<file path="src/rtl/data_mem_arb_pkg.sv">
// data_mem_arb_pkg: shared states, grant encoding and default widths for data_mem_arbiter
package data_mem_arb_pkg;
    localparam int DEF_DATA_W = 32;
    localparam int DEF_ADDR_W = 16;
    localparam int DEF_LANES  = 4;
    localparam int DEF_CNT_W  = 19;

    typedef enum logic [1:0] {IDLE, S_ISSUE, V_ISSUE, DONE} arb_state_t;

    localparam logic GRANT_S = 1'b0;
    localparam logic GRANT_V = 1'b1;
endpackage

</file>
<file path="src/rtl/sat_counter.sv">
// sat_counter: saturating up-counter that adds a small increment each cycle and sticks at all-ones
module sat_counter #(
    parameter int CNT_W = 19,
    parameter int INC_W = 1
) (
    input  logic             clk,
    input  logic             rst_n,
    input  logic [INC_W-1:0] inc,
    output logic [CNT_W-1:0] count
);
    logic [CNT_W:0] sum;

    assign sum = {1'b0, count} + (CNT_W+1)'(inc);

    always_ff @(posedge clk or negedge rst_n) begin
        if (!rst_n) count <= '0;
        else        count <= sum[CNT_W] ? '1 : sum[CNT_W-1:0];
    end
endmodule

</file>
<file path="src/rtl/data_mem_arbiter.sv">
// data_mem_arbiter: shares one data-memory port between scalar and burst vector load/store paths
// Performance counters exist only when DATA_MEM_ARB_PERF_EN is defined; otherwise they read 0.
module data_mem_arbiter
    import data_mem_arb_pkg::*;
#(
    parameter int DATA_W = DEF_DATA_W,
    parameter int ADDR_W = DEF_ADDR_W,
    parameter int LANES  = DEF_LANES,
    parameter int CNT_W  = DEF_CNT_W
) (
    input  logic                    clk,
    input  logic                    rst_n,
    input  logic                    s_req_valid,
    input  logic                    s_req_we,
    input  logic [ADDR_W-1:0]       s_req_addr,
    input  logic [DATA_W-1:0]       s_req_wdata,
    output logic                    s_req_ready,
    output logic                    s_rsp_valid,
    output logic [DATA_W-1:0]       s_rsp_rdata,
    input  logic                    v_req_valid,
    input  logic                    v_req_we,
    input  logic [ADDR_W-1:0]       v_req_addr,
    input  logic [LANES*DATA_W-1:0] v_req_wdata,
    output logic                    v_req_ready,
    output logic                    v_rsp_valid,
    output logic [LANES*DATA_W-1:0] v_rsp_rdata,
    output logic                    mem_en,
    output logic                    mem_we,
    output logic [ADDR_W-1:0]       mem_addr,
    output logic [DATA_W-1:0]       mem_wdata,
    input  logic [DATA_W-1:0]       mem_rdata,
    output logic                    busy,
    output logic [CNT_W-1:0]        wait_count,
    output logic [CNT_W-1:0]        s_access_count,
    output logic [CNT_W-1:0]        v_access_count
);
    localparam int BW = $clog2(LANES);

    arb_state_t                   state, state_nx;
    logic [BW-1:0]                beat;
    logic                         last_grant, we_q;
    logic [ADDR_W-1:0]            addr_q;
    logic [LANES-1:0][DATA_W-1:0] wdata_q, lane_q, v_rdata_q, v_done;
    logic [DATA_W-1:0]            s_rdata_q;
    logic                         accepting, grant_s, grant_v, s_wait, v_wait;

    // rst_n gates the handshake so every output is 0 while reset is held
    assign accepting   = rst_n && (state == IDLE || state == DONE);
    assign grant_s     = accepting && s_req_valid && (!v_req_valid || last_grant == GRANT_V);
    assign grant_v     = accepting && v_req_valid && (!s_req_valid || last_grant == GRANT_S);
    assign s_req_ready = grant_s;
    assign v_req_ready = grant_v;
    assign s_wait      = rst_n && s_req_valid && !grant_s;
    assign v_wait      = rst_n && v_req_valid && !grant_v;
    assign busy        = mem_en || s_wait || v_wait;
    assign mem_we      = mem_en && we_q;

    always_comb begin
        state_nx    = grant_s ? S_ISSUE : grant_v ? V_ISSUE : IDLE;
        mem_en      = 1'b0;
        mem_addr    = '0;
        mem_wdata   = '0;
        s_rsp_valid = 1'b0;
        v_rsp_valid = 1'b0;
        if (state == S_ISSUE) begin
            state_nx  = DONE;
            mem_en    = 1'b1;
            mem_addr  = addr_q;
            mem_wdata = wdata_q[0];
        end
        if (state == V_ISSUE) begin
            state_nx  = (beat == BW'(LANES-1)) ? DONE : V_ISSUE;
            mem_en    = 1'b1;
            mem_addr  = addr_q + ADDR_W'(beat);
            mem_wdata = wdata_q[beat];
        end
        if (state == DONE) begin
            s_rsp_valid = last_grant == GRANT_S;
            v_rsp_valid = last_grant == GRANT_V;
        end
    end

    // the final lane arrives on mem_rdata during DONE, so it bypasses the capture buffer
    always_comb begin
        v_done           = lane_q;
        v_done[LANES-1]  = mem_rdata;
    end

    assign s_rsp_rdata = (s_rsp_valid && !we_q) ? mem_rdata : s_rdata_q;
    assign v_rsp_rdata = (v_rsp_valid && !we_q) ? v_done : v_rdata_q;

    always_ff @(posedge clk or negedge rst_n) begin
        if (!rst_n) state <= IDLE;
        else        state <= state_nx;
    end

    always_ff @(posedge clk or negedge rst_n) begin
        if (!rst_n) begin
            beat       <= '0;
            last_grant <= GRANT_S;
            we_q       <= 1'b0;
            addr_q     <= '0;
            wdata_q    <= '0;
            lane_q     <= '0;
            s_rdata_q  <= '0;
            v_rdata_q  <= '0;
        end else begin
            beat <= (state == V_ISSUE) ? beat + 1'b1 : '0;
            if (grant_s) begin
                last_grant <= GRANT_S;
                we_q       <= s_req_we;
                addr_q     <= s_req_addr;
                wdata_q[0] <= s_req_wdata;
            end
            if (grant_v) begin
                last_grant <= GRANT_V;
                we_q       <= v_req_we;
                addr_q     <= v_req_addr;
                wdata_q    <= v_req_wdata;
            end
            if (state == V_ISSUE && !we_q && beat != '0) lane_q[beat - 1'b1] <= mem_rdata;
            if (s_rsp_valid && !we_q) s_rdata_q <= mem_rdata;
            if (v_rsp_valid && !we_q) v_rdata_q <= v_done;
        end
    end

`ifdef DATA_MEM_ARB_PERF_EN
    sat_counter #(.CNT_W(CNT_W), .INC_W(2)) u_wait_cnt (
        .clk   (clk),
        .rst_n (rst_n),
        .inc   ({1'b0, s_wait} + {1'b0, v_wait}),
        .count (wait_count)
    );
    sat_counter #(.CNT_W(CNT_W), .INC_W(1)) u_s_cnt (
        .clk   (clk),
        .rst_n (rst_n),
        .inc   (grant_s),
        .count (s_access_count)
    );
    sat_counter #(.CNT_W(CNT_W), .INC_W(1)) u_v_cnt (
        .clk   (clk),
        .rst_n (rst_n),
        .inc   (grant_v),
        .count (v_access_count)
    );
`else
    assign wait_count     = '0;
    assign s_access_count = '0;
    assign v_access_count = '0;
`endif
endmodule

</file>
<file path="config.mk">
export PLATFORM = sky130hd
export DESIGN_NAME = data_mem_arbiter
export DESIGN_NICKNAME = d
export VERILOG_FILES = /design/src/rtl/data_mem_arb_pkg.sv /design/src/rtl/sat_counter.sv /design/src/rtl/data_mem_arbiter.sv
export SDC_FILE = /design/constraint.sdc
export NUM_CORES = 1
export LEC_CHECK = 0
export ABC_AREA = 1
export CAP_MARGIN = 20
export CELL_PAD_IN_SITES_DETAIL_PLACEMENT = 1
export CELL_PAD_IN_SITES_GLOBAL_PLACEMENT = 2
export CORE_MARGIN = 2
export CORE_UTILIZATION = 28
export DETAILED_ROUTE_END_ITERATION = 8
export GPL_TIMING_DRIVEN = 0
export PLACE_DENSITY = 0.84
export SYNTH_ARGS = -nofsm -noshare
export SYNTH_HDL_FRONTEND = slang
export SYNTH_HIERARCHICAL = 1
export SYNTH_SLANG_ARGS = --single-unit
</file>
<file path="constraint.sdc">
create_clock -name clk -period 3.3 [get_ports clk]
set_input_delay 0.66 -clock clk [delete_from_list [all_inputs] [get_ports clk]]
set_output_delay 0.66 -clock clk [all_outputs]
set_load 0.05 [all_outputs]
</file>
* After elaboration in Yosys (flattened, before gate mapping)
Cells that the tools add are included.
** Word-level totals
- Flip-flop bits (word level) :: 438
- Bits of input ports :: 230
- Output and inout bits :: 272
- Logic and storage cells :: 86
** Operators by class
- $add $sub $neg :: 3
- Order comparisons :: 3
- Eq/ne operators :: 4
- Multiplexer cells :: 29
- Bitwise gates (word level) :: 1
- Reductions and logical operators :: 28
** Operator list (number)
- 32-bit 2-to-1 mux :: 7
- 128-bit bitwise mux :: 1
- 128-bit 2-to-1 mux :: 1
- 32-bit binary-select mux with 2-bit select :: 1
- 32-bit demux with 2-bit select :: 1
- 16-bit 2-to-1 mux :: 4
- 16-bit by 2-bit adder with 16-bit output :: 1
- 1-bit logical AND :: 15
- 2-bit 2-to-1 mux :: 5
- 1-bit 2-to-1 mux :: 9
- 2-bit == test, second input constant :: 3
- 2-bit by 3-bit less-than comparator with 1-bit output, second input constant :: 2
- 1-bit logical NOT :: 5
- 1-bit logical OR :: 5
- 2-bit nonzero test :: 2
- 2-bit by 1-bit adder with 2-bit output, second input constant :: 1
- 2-bit by 1-bit == test with 1-bit output, second input constant :: 1
- 2-bit by 1-bit greater-or-equal comparator with 1-bit output, second input constant :: 1
- 2-bit logical NOT :: 1
- 2-bit by 1-bit subtractor with 2-bit output, second input constant :: 1
- 1-bit inverter :: 1

* Logic depth before layout (Yosys ltp)
- Depth in word-level cells :: 9
- Depth in mapped cells :: 10
- Gate-level depth less buffers :: 9

* Least setup slack after synthesis
Ideal clock, no wire load.
- Kind :: flip-flop to output port
- Start :: register state[0]
- End :: output s_rsp_rdata[0]
- Arrival :: 2.999 ns
- Required time :: 2.640 ns
- Setup slack :: -0.359 ns
- Cell stages (with the launch flop) :: 7
- Buffers on the path :: 1
- Path through :: dfrtp_1 > ha_1 > inv_1 > nor2_1 > nand2_1 > clkbuf_1 > o21ai_0
** On the way
- Cells in the longest elaborated chain, start to end :: 4
** Ends and longest elaborated chain
- start: declaration :: line data_mem_arbiter.sv:39 : arb_state_t state, state_nx;
- start signal: assignment :: line data_mem_arbiter.sv:94 : else state <= state_nx;
- 2-bit == test :: line data_mem_arbiter.sv:77 : if (state == DONE) begin
- 1-bit 2-to-1 mux :: line data_mem_arbiter.sv:77
- named net s_rsp_valid :: line data_mem_arbiter.sv:18 : output logic s_rsp_valid,
- 1-bit logical AND :: line data_mem_arbiter.sv:89 : assign s_rsp_rdata = (s_rsp_valid && !we_q) ? mem_rdata : s_rdata_q;
- 32-bit 2-to-1 mux
- end: declaration :: line data_mem_arbiter.sv:19 : output logic [DATA_W-1:0] s_rsp_rdata,
The timed path passes the listed nets, and every way through them passes these cells.

* Worst setup path in the final report
- Start :: register beat[1]
- End :: output mem_addr[6]
** On the way
- Cells in the longest elaborated chain, start to end :: 2
** Ends and longest elaborated chain
- start: declaration :: line data_mem_arbiter.sv:40 : logic [BW-1:0] beat;
- start signal: assignment :: line data_mem_arbiter.sv:108 : beat <= (state == V_ISSUE) ? beat + 1'b1 : '0;
- 16-bit by 2-bit adder with 16-bit output :: line data_mem_arbiter.sv:74 : mem_addr = addr_q + ADDR_W'(beat);
- 16-bit 2-to-1 mux :: line data_mem_arbiter.sv:71 : if (state == V_ISSUE) begin
- end: declaration :: line data_mem_arbiter.sv:29 : output logic [ADDR_W-1:0] mem_addr,
No other way between the ends.

==> impl_metrics.py <==
metrics = {
    "floorplan": {
        "fp.dieArea_sq_um": 68530,
        "initial_utilization": 0.2830,
        "fp.coreArea_sq_um": 65750,
        "die_width_microns": 261.8,
        "fp.dieH_microns": 261.8,
        "io_pins": 502,
        "row_count": 94,
    },
    "yosys": {
        "synth_largest_area_cell": "dfrtp_1",
        "syn_inst": 2331,
        "synth_top_area_share": 0.5460,
        "netlist_area_sq_um": 18610,
        "seq_area_frac_synth": 0.5460,
        "yosys-top-cells-count": "nand2_1 (931), dfrtp_1 (406), o21ai_0 (218), nand3_1 (212), nor2_1 (155)",
        "synth.top_cells.by_area": "dfrtp_1 (55%), nand2_1 (19%), o21ai_0 (5.9%), nand3_1 (5.7%), nor2_1 (3.1%)",
        "synth_most_common_cell": "nand2_1",
        "avgSynthCellArea_sq_um": 7.983,
        "async_flop_share": 1.000,
        "synth_ff_type": "dfrtp_1",
        "synth_edf_count": 0,
        "yosysWarnings": 6,
        "synth_cell_type_count": 26,
        "yosys_register_bits": 406,
    },
    "detailed_routing": {
        "wire_per_inst_microns": 19.64,
        "vias_per_cell": 4.631,
        "wl_mm": 74.61,
        "drt-initial-drc-count": 1041,
        "drc": 0,
        "first_pass_iters": 5,
        "dr_total_vias": 17590,
        "ant_nets": 0,
    },
    "finish": {
        "area_growth_pct": 38.66,
        "finish.instance_area_sq_um": 25800,
        "drive_gt1_frac": 0.1661,
        "fin_nets": 3134,
    },
    "sta": {
        "slew_headroom": 0.5054,
        "grt_setup_unrepaired": "true",
        "min_period_ns": 3.217,
        "fin_crit_sh": 0.9748,
        "max_slew.worst_pin.slew_ns": 0.7419,
        "drv_slew": 0,
        "hold_slack_ns": 0.09931,
        "finalSetupViolCount": 0,
        "skew_ns": 0.02348,
        "timing.fmax_mhz": 310.9,
        "hold_viol": 0,
    },
    "global_routing": {
        "antenna_found_initial": 7,
        "overflow": 0,
        "grt_max_degree": 125,
        "groute.usage.overall": 0.2149,
        "grt_pass1_vias": 19030,
        "grt_pass1_wl_mm": 112.3,
    },
    "clock_network": {
        "cts_buffers": 48,
        "clk_pin_slew_ns": 0.06,
        "cts_sinks": 406,
        "cts_tree": "done",
        "clockBufferDepth": 3,
        "htree_levels": 2,
        "ctsRootBufferMaster": "clkbuf_16",
        "clk_latency_ns": 0.60,
    },
    "placement": {
        "io_buffers": 444,
        "placed_cell_area_sq_um": 24430,
        "routabilityCongestion": 0.8590,
        "hpwl_mm": 56.93,
    },
    "critical_path": {
        "cp-start-kind": "flop",
        "path_class": "reg -> out",
        "required_ns": 2.64,
        "crit_path_end_kind": "primary output",
        "rrSetupSlack_ns": 0.75,
        "critPathArrivalTime_ns": 2.56,
        "worstPathMaxFanout": 5,
    },
    "outcome": {
        "outcome": "finished, final reports clean",
    },
    "pwr": {
        "leakagePower_uw": 0.01339,
        "worst_ir_drop_vdd_uv": 554.7,
        "power.density_nw_per_um2": 1198,
        "power.total_uw": 30910,
    },
    "hold_path": {
        "worstHoldPathType": "in -> async",
    },
    "job": {
        "drv_cap": 0,
    },
}
==> layout by cell type (no fill, tap or decap), types with 2 or more instances in the layout <==
| master | count |
|---|---|
| buf_1 | 5 |
| conb_1 | 57 |
| dfrtp_1 | 404 |
| clkbuf_8 | 11 |
| buf_6 | 3 |
| clkinvlp_4 | 3 |
| nor2_1 | 149 |
| nor3_1 | 2 |
| o21ai_1 | 37 |
| clkdlybuf4s50_1 | 230 |
| nand4_1 | 4 |
| clkbuf_1 | 53 |
| clkinv_2 | 12 |
| buf_2 | 149 |
| dlygate4sd2_1 | 3 |
| ha_1 | 8 |
| diode_2 | 2 |
| inv_4 | 2 |
| a21oi_1 | 3 |
| nand2_2 | 3 |
| o21ai_0 | 189 |
| clkdlybuf4s18_2 | 12 |
| inv_2 | 4 |
| dfrtp_2 | 2 |
| nand3_2 | 3 |
| clkbuf_4 | 25 |
| nor2_2 | 4 |
| clkbuf_2 | 23 |
| nand2_4 | 3 |
| clkbuf_16 | 50 |
| bufinv_16 | 3 |
| buf_4 | 112 |
| nand3b_1 | 50 |
| clkdlybuf4s15_2 | 43 |
| nor2_4 | 5 |
| nand3_1 | 211 |
| buf_16 | 5 |
| nand2_1 | 928 |
| inv_1 | 111 |
==> critical path: stages (launching register included) <==
cell,delay (ns)
dfrtp_2,0.42
buf_8,0.13
clkinvlp_4,0.11
buf_12,0.15
fa_2,0.38
inv_2,0.10
nand3_4,0.09
nor2_4,0.14
nand2_2,0.07
a21oi_2,0.19
buf_6,0.18
==> registers in the layout (all words and copies together), names as in the netlist <==
name        flops
lane_q         96
s_rdata_q      32
addr_q         16
last_grant      1
beat            2
v_rdata_q     128
state           2
wdata_q       128
we_q            1
==> what timing repair did <==
action | CTS | global route
endpoints found under the hold margin | 71 | 0
cloned | 1 | 0
buffers inserted | 3 | 6
pin swaps | 4 | 5
endpoints found under the setup margin | 213 | 118
resized for setup | 1043 | 104
hold buffers | 1 | 0
==> logic make-up (layout without fill, tap and decap cells) <==
family,after synthesis,count (layout),share of synthesized area
fa+ha+maj,11,11,0.007800
flops,406,406,0.5460
buf+inv,318,863,0.08062
other cells,1,59,0.0002015
simple gates,1363,1363,0.3026
compound gates,232,232,0.06280
==> final timing paths <==
path                                  to           from  cells past startpoint
max in group asynchronous  s_rdata_q[30]          rst_n                      3
min reg2reg                v_rdata_q[15]  v_rdata_q[15]                      2
max                          mem_addr[6]        beat[1]                     10
min in group clk           v_rdata_q[15]  v_rdata_q[15]                      2
min                          wdata_q[33]          rst_n                      2
max reg2reg                   lane_q[19]        beat[0]                      8
==> layer usage <==
layer  vias up  track usage  part of all wire
li1       8354            -                 -
met1      8631       0.2613              0.41
met2       477       0.3791              0.50
met5         -            0           0.00059
met4         6      0.06613             0.031
met3       122      0.04639             0.061
==> through the flow <==
step,utilization,worst slack [ns],setup TNS [ns],std cells
global route,0.3924,-0.03813,-0.09288,3796
detailed placement,0.3716,-1.173,-51.90,3698
global placement,0.3703,-16.50,-8977.92,3695
finish,0.3925,0.08307,0,3798
CTS,0.3925,-0.002032,-0.002032,3790
floorplan,-,-0.3590,-3.930,2387
==> report_power, final <==
part / total (uW) / switching [uW] / internal, uW
Combinational: 16900 / 12600 / 4320
Clock: 5450 / 2200 / 3250
Sequential: 8580 / 1230 / 7360
Total: 30900 / 16000 / 14900
==> cell type report <==
type	count	area, sq um
diodes	2	5.005
clock inverters	18	181.4
clock buffers	71	1440
fillers	7897	39940
inverters	118	451.7
plain buffers	198	1169
multi-input cells	1663	7239
flip-flops and latches	406	10160
well taps	864	1081
repair buffers	458	4073
No activity file was read; power rests on OpenSTA's default activity.
